--- config.mk ---
export PLATFORM = sky130hd
export DESIGN_NAME = instruction_feeder_flat
export DESIGN_NICKNAME = d
export VERILOG_FILES = /design/src/rtl/instruction_feeder_if.sv /design/src/rtl/instruction_feeder.sv /design/src/flat_wrapper.sv
export SDC_FILE = /design/constraint.sdc
export NUM_CORES = 1
export LEC_CHECK = 0
export BUFFER_PORTS_ARGS = -buffer_cell sky130_fd_sc_hd__buf_2
export CAP_MARGIN = 10
export CORE_MARGIN = 1
export CORE_UTILIZATION = 67
export CTS_CLUSTER_DIAMETER = 60
export DETAILED_ROUTE_END_ITERATION = 10
export PLACE_DENSITY = 0.85
export SYNTH_ARGS = -nofsm -noshare
export SYNTH_HDL_FRONTEND = slang
export SYNTH_SLANG_ARGS = --single-unit
--- constraint.sdc ---
create_clock -name Clock -period 7.92 [get_ports Clock]
set_input_delay 1.98 -clock Clock [delete_from_list [all_inputs] [get_ports Clock]]
set_output_delay 1.98 -clock Clock [all_outputs]
set_load 0.01 [all_outputs]
--- src/rtl/instruction_feeder_if.sv ---
// Bundle between the instruction feeder, its loader/controller and the processor.
// Latency: none, this is wiring only.
// Backpressure: none here; Done from the processor paces issue inside the feeder.
interface instruction_feeder_if #(
    parameter int AW = 5
);
    // loader / controller side
    logic          Load_en;
    logic [AW-1:0] Load_addr;
    logic [15:0]   Load_data;
    logic [AW:0]   Prog_len;
    logic          Start;
    // processor side
    logic          Done;
    logic [15:0]   DIN;
    logic          Run;
    // status
    logic          Busy;
    logic          Finished;
    logic          Error;
    logic [AW:0]   Pc;
    logic [7:0]    Instr_count;

    // The feeder drives the processor-facing bus and status.
    modport master (
        input  Load_en, Load_addr, Load_data, Prog_len, Start, Done,
        output DIN, Run, Busy, Finished, Error, Pc, Instr_count
    );

    // The environment (controller plus processor) on the other side.
    modport slave (
        output Load_en, Load_addr, Load_data, Prog_len, Start, Done,
        input  DIN, Run, Busy, Finished, Error, Pc, Instr_count
    );
endinterface

--- src/rtl/instruction_feeder.sv ---
// Feeds a stored program to the processor over DIN/Run/Done, one instruction at a time.
// Latency: Run rises 2 cycles after Start; next fetch starts the cycle after Done is seen.
// Backpressure: each instruction stalls in WAIT until Done, or until TIMEOUT cycles flag Error.
module instruction_feeder #(
    parameter int         DEPTH   = 32,
    parameter int         AW      = 5,
    parameter int         TIMEOUT = 15,
    parameter logic [2:0] OP_MVI  = 3'b001
) (
    input  logic Clock,
    input  logic Reset,
    instruction_feeder_if.master bus
);
    localparam int TW = $clog2(TIMEOUT + 1);

    typedef enum logic [2:0] {
        S_IDLE,
        S_FETCH,
        S_ISSUE,
        S_IMM,
        S_WAIT,
        S_HALT
    } state_t;

    state_t        state_q, state_d;
    logic [15:0]   din_q, din_d;
    logic          run_q, run_d;
    logic          busy_q, busy_d;
    logic          finished_q, finished_d;
    logic          error_q, error_d;
    logic          mvi_q, mvi_d;
    logic [AW:0]   pc_q, pc_d;
    logic [AW:0]   len_q, len_d;
    logic [7:0]    cnt_q, cnt_d;
    logic [TW-1:0] tmo_q, tmo_d;

    // Program storage; contents deliberately survive Reset.
    logic [15:0]   mem [DEPTH];
    logic          wr_en;
    logic [AW-1:0] rd_addr;
    logic [15:0]   rd_data;
    logic [AW:0]   pc_inc1;
    logic [AW:0]   pc_next;

    // During ISSUE the read port looks one word ahead so the mvi immediate is ready for IMM.
    assign pc_inc1 = pc_q + (AW+1)'(1);
    assign pc_next = mvi_q ? (pc_q + (AW+1)'(2)) : pc_inc1;
    assign rd_addr = (state_q == S_ISSUE) ? pc_inc1[AW-1:0] : pc_q[AW-1:0];
    assign rd_data = mem[rd_addr];

    // Program memory write port, usable only while idle and not starting.
    always_ff @(posedge Clock) begin
        if (wr_en) begin
            mem[bus.Load_addr] <= bus.Load_data;
        end
    end

    // Sequencer next-state and registered-output logic.
    always_comb begin
        state_d    = state_q;
        din_d      = din_q;
        run_d      = 1'b0;
        finished_d = finished_q;
        error_d    = error_q;
        mvi_d      = mvi_q;
        pc_d       = pc_q;
        len_d      = len_q;
        cnt_d      = cnt_q;
        tmo_d      = tmo_q;
        wr_en      = 1'b0;

        case (state_q)
            S_IDLE, S_HALT: begin
                if (bus.Start) begin
                    // Start takes priority over a simultaneous load.
                    len_d   = bus.Prog_len;
                    pc_d    = '0;
                    error_d = 1'b0;
                    cnt_d   = '0;
                    if (bus.Prog_len == '0) begin
                        finished_d = 1'b1;
                        state_d    = S_HALT;
                    end else begin
                        finished_d = 1'b0;
                        state_d    = S_FETCH;
                    end
                end else if (state_q == S_IDLE && bus.Load_en) begin
                    wr_en = 1'b1;
                end
            end
            S_FETCH: begin
                // din_q acts as the registered read port; Run launches with the word.
                din_d   = rd_data;
                run_d   = 1'b1;
                state_d = S_ISSUE;
            end
            S_ISSUE: begin
                tmo_d = '0;
                if (din_q[8:6] == OP_MVI) begin
                    mvi_d = 1'b1;
                    if (pc_inc1 < len_q) begin
                        din_d   = rd_data;
                        state_d = S_IMM;
                    end else begin
                        // mvi with its immediate beyond the program end.
                        error_d = 1'b1;
                        state_d = S_HALT;
                    end
                end else begin
                    mvi_d   = 1'b0;
                    state_d = S_WAIT;
                end
            end
            S_IMM: begin
                state_d = S_WAIT;
            end
            S_WAIT: begin
                if (bus.Done) begin
                    cnt_d = (cnt_q == 8'hFF) ? cnt_q : (cnt_q + 8'd1);
                    pc_d  = pc_next;
                    if (pc_next >= len_q) begin
                        finished_d = 1'b1;
                        state_d    = S_HALT;
                    end else begin
                        state_d = S_FETCH;
                    end
                end else if (tmo_q == TW'(TIMEOUT - 1)) begin
                    // TIMEOUT full WAIT cycles elapsed without Done.
                    error_d = 1'b1;
                    state_d = S_HALT;
                end else begin
                    tmo_d = tmo_q + TW'(1);
                end
            end
            default: begin
                state_d = S_IDLE;
            end
        endcase

        busy_d = (state_d != S_IDLE) && (state_d != S_HALT);
    end

    // State and output registers, cleared asynchronously.
    always_ff @(posedge Clock or posedge Reset) begin
        if (Reset) begin
            state_q    <= S_IDLE;
            din_q      <= '0;
            run_q      <= 1'b0;
            busy_q     <= 1'b0;
            finished_q <= 1'b0;
            error_q    <= 1'b0;
            mvi_q      <= 1'b0;
            pc_q       <= '0;
            len_q      <= '0;
            cnt_q      <= '0;
            tmo_q      <= '0;
        end else begin
            state_q    <= state_d;
            din_q      <= din_d;
            run_q      <= run_d;
            busy_q     <= busy_d;
            finished_q <= finished_d;
            error_q    <= error_d;
            mvi_q      <= mvi_d;
            pc_q       <= pc_d;
            len_q      <= len_d;
            cnt_q      <= cnt_d;
            tmo_q      <= tmo_d;
        end
    end

    assign bus.DIN         = din_q;
    assign bus.Run         = run_q;
    assign bus.Busy        = busy_q;
    assign bus.Finished    = finished_q;
    assign bus.Error       = error_q;
    assign bus.Pc          = pc_q;
    assign bus.Instr_count = cnt_q;
endmodule

--- src/flat_wrapper.sv ---
// flat-port wrapper written by rule: the top's interface ports become plain ports
module instruction_feeder_flat 
#(
    parameter int         DEPTH   = 32,
    parameter int         AW      = 5,
    parameter int         TIMEOUT = 15,
    parameter logic [2:0] OP_MVI  = 3'b001
)
  (Clock, Reset, bus_Load_en, bus_Load_addr, bus_Load_data, bus_Prog_len, bus_Start, bus_Done, bus_DIN, bus_Run, bus_Busy, bus_Finished, bus_Error, bus_Pc, bus_Instr_count);
  instruction_feeder_if #(.AW(AW)) bus_i ();
  input  logic Clock;
  input  logic Reset;
  input wire logic [$bits(bus_i.Load_en)-1:0] bus_Load_en;
  input wire logic [$bits(bus_i.Load_addr)-1:0] bus_Load_addr;
  input wire logic [$bits(bus_i.Load_data)-1:0] bus_Load_data;
  input wire logic [$bits(bus_i.Prog_len)-1:0] bus_Prog_len;
  input wire logic [$bits(bus_i.Start)-1:0] bus_Start;
  input wire logic [$bits(bus_i.Done)-1:0] bus_Done;
  output wire logic [$bits(bus_i.DIN)-1:0] bus_DIN;
  output wire logic [$bits(bus_i.Run)-1:0] bus_Run;
  output wire logic [$bits(bus_i.Busy)-1:0] bus_Busy;
  output wire logic [$bits(bus_i.Finished)-1:0] bus_Finished;
  output wire logic [$bits(bus_i.Error)-1:0] bus_Error;
  output wire logic [$bits(bus_i.Pc)-1:0] bus_Pc;
  output wire logic [$bits(bus_i.Instr_count)-1:0] bus_Instr_count;
  assign bus_i.Load_en = bus_Load_en;
  assign bus_i.Load_addr = bus_Load_addr;
  assign bus_i.Load_data = bus_Load_data;
  assign bus_i.Prog_len = bus_Prog_len;
  assign bus_i.Start = bus_Start;
  assign bus_i.Done = bus_Done;
  assign bus_DIN = bus_i.DIN;
  assign bus_Run = bus_i.Run;
  assign bus_Busy = bus_i.Busy;
  assign bus_Finished = bus_i.Finished;
  assign bus_Error = bus_i.Error;
  assign bus_Pc = bus_i.Pc;
  assign bus_Instr_count = bus_i.Instr_count;
  instruction_feeder #(.DEPTH(DEPTH), .AW(AW), .TIMEOUT(TIMEOUT), .OP_MVI(OP_MVI)) u_core (.Clock(Clock), .Reset(Reset), .bus(bus_i));
endmodule
==> qor.csv <==
metric,value,unit
status,completed,
ys_types,77,
finalHoldViolCount,0,
die_h,195.4,µm
startpoint_type,register,
cts-root-buf,clkbuf_16,
synth_top_family_by_area,compound AO/OA/AOI/OAI gates,
dp_hpwl,46400,µm
hold_path_class,register to register,
slew_headroom,0.2114,
finalMaxSlewViolations,0,
rsz0062_at_grt,no,
peakVddDrop,238.5,µV
nets,1836,
gp_congestion,0.9588,
fin_hold_ws,0.4980,ns
ys_seq_area_frac,0.6612,
fmaxAchievable,202.4,MHz
dpl-instance-area,25880,µm²
cp.required,8.43,ns
drt-total-wl,75710,µm
numCtsBuffers,55,
cts.sinks,560,
r2r-start,u_core.bus.Pc[1],
setup_viol_count_final,0,
grt_pass1_wl,110400,µm
drc,0,
skew,0.01870,ns
synthToLayoutAreaGrowth,10.57,%
num_rows,70,
synth_xor_area_frac,0.008634,
final_area,27720,µm²
wl_per_cell,32.88,µm
grt.total_usage,0.4027,
power_density,333.6,nW/µm²
postCtsSetupBuffers,0,
fp.coreArea,36700,µm²
synth_mux_area_frac,0.1068,
tns,0,ns
yosys_most_used_dff,edfxtp_1,
fin_crit,4.941,ns
reg2reg_depth,12,
cts_max_path_buffers,3,
hp-start,u_core.bus.Error,
cp_max_fo,33,
layout-drive-gt1-share,0.1674,
synth_fp_nets,1791,
crit_path_end_kind,register,
synth_edf_count,512,
holdPathEnd,u_core.bus.Error,
antenna_found_initial,4,
synthSimpleGateAreaFrac,0.08150,
synth-compound-area-share,0.1083,
r2r-end,u_core.bus.DIN[4],
portBuffers,65,
synth.ff_latch_count,560,
crit_type,register to register,
syn_inst,1743,
drtPass1Iterations,6,
power_leakage,9.090,nW
cts.htree.levels,2,
ioPinCount,66,
final.period_utilization,0.6239,
finalPower,9.249,mW
grt_max_degree,61,
clkTransAtPathRegs,0.06,ns
syn_avg_cell_area,14.38,µm²
clock_latency,0.62,ns
tightestPinTransition,1.182,ns
post_cts_resized,0,
yosys.area_share.adder,0.007985,
die_w,195.4,µm
critPathArrivalTime,5.45,ns
grt_pass1_vias,17110,
final_util,0.7554,
detailedRoute.firstIterationViolations,2624,
async_flop_share,0.08571,
ant_nets,0,
syn_area,25070,µm²
yosysWarningCount,0,
ctsHoldBuffers,0,
maxCapViolCount,0,
via_per_inst,7.604,
cts_tree,built,
num_vias,17513,
die-area,38200,µm²
whs_path_depth,2,
start_util,0.6832,
r2r_setup_slack,2.98,ns
gr-total-overflow,0,
==> synth_stat cells (all sizes together) (12+ instances only) <==
master | number | area, µm²
nand2 | 129 | 484.2
dfrtp | 48 | 1201
a211oi | 27 | 202.7
a21oi | 32 | 163.9
mux4 | 51 | 1149
o21ai | 41 | 205.2
o221ai | 53 | 464.2
a2111oi | 25 | 219.0
mux2i | 128 | 1281
nand4 | 13 | 81.33
nor2 | 123 | 461.7
inv | 16 | 60.05
mux2 | 22 | 247.7
a32oi | 12 | 105.1
xor2 | 12 | 112.6
edfxtp | 512 | 15370
o22ai | 62 | 387.9
buf | 83 | 407.9
nor3 | 44 | 220.2
a31oi | 15 | 100.1
ha | 16 | 200.2
or3 | 14 | 87.58
o32ai | 17 | 148.9
nand3 | 48 | 245.2
clkbuf | 44 | 165.2
==> sequential cells by signal, summed over array words and instances (netlist names), 3 cells and up <==
signal and count:
u_core.mem 512, u_core.bus.Instr_count 8, u_core.state_q 3, u_core.bus.Pc 6, u_core.bus.DIN 16, u_core.len_q 6
u_core.tmo_q 4
==> power breakdown <==
part           internal (mW)  switching, mW
Combinational           1.09           1.95
Sequential              3.33          0.202
Clock                   1.56           1.11
Total                   5.98           3.27
==> final cells by class <==
class | instances | area [µm²]
flip-flops and latches | 560 | 16580
fillers | 2082 | 8977
multi-input cells | 1038 | 7939
clock buffers | 83 | 1604
repair buffers | 115 | 700.7
well taps | 468 | 585.6
clock inverters | 20 | 237.7
inverters | 18 | 67.56
diodes | 1 | 2.502
==> worst max path at each step <==
| stage | from | endpoint | slack, ns |
|---|---|---|---|
| after floorplan | bus_Start | u_core.mem[24][0] | 4.27 |
| after global placement | u_core.bus.Pc[1] | u_core.bus.DIN[4] | 3.32 |
| after detailed placement | u_core.bus.Pc[1] | u_core.bus.DIN[4] | 3.18 |
| after CTS | u_core.bus.Pc[1] | u_core.bus.DIN[4] | 3.19 |
| after global routing | u_core.bus.Pc[1] | u_core.bus.DIN[4] | 2.86 |
| final | u_core.bus.Pc[1] | u_core.bus.DIN[4] | 2.98 |
==> kinds of logic after synthesis <==
logic type,count (synthesis)
flops,560
simple gates,435
compound gates,363
mux,201
buf+inv,145
xor+xnor,23
fa+ha+maj,16
==> layout by cell type, fill, tap and decap left out, types with 15 or more instances in the layout <==
cell type  synthesis  routed
nor2_1           123     111
clkbuf_16          0      57
a21oi_1           31      31
nand2_1          129     129
mux4_2            51      51
o221ai_1          53      53
o32ai_1           17      17
buf_4              6      50
a2111oi_0         25      25
a211oi_1          27      27
mux2_2            22      22
o21ai_0           35      35
edfxtp_1         512     512
dfrtp_1           48      46
nand3_1           47      47
nor3_1            44      44
buf_2             59      65
ha_1              16      15
mux2i_1          128     128
o22ai_1           62      62
clkbuf_1          44      18
==> per-layer routing <==
layer | wire, µm | global-route usage | vias up | part of all wire
li1 | - | - | 7074 | -
met1 | 24880 | 0.5066 | 8520 | 0.33
met2 | 35250 | 0.6337 | 1578 | 0.47
met3 | 9935 | 0.09706 | 339 | 0.13
met4 | 5639 | 0.2578 | 2 | 0.074
met5 | 9 | 0 | - | 0.00012
==> through the flow <==
stage	setup slack [ns]	std cells
after floorplan	4.267	1743
after global placement	3.315	2199
after detailed placement	3.181	2199
after CTS	3.185	2302
after global routing	2.860	2302
final	2.979	2303
==> critical path, cell delays in order (launching register included) <==
cell and delay [ns]:
dfrtp_4 0.68, buf_4 0.55, ha_1 0.33, nand4_1 0.13, xnor2_1 0.19, ha_1 0.30
a41o_1 0.17, o31ai_1 0.11, a31oi_2 0.59, clkinv_1 0.75, nand2_1 0.58, nor3_1 0.11
a221oi_1 0.32
Note: power is estimated with default switching activity, not from simulation.
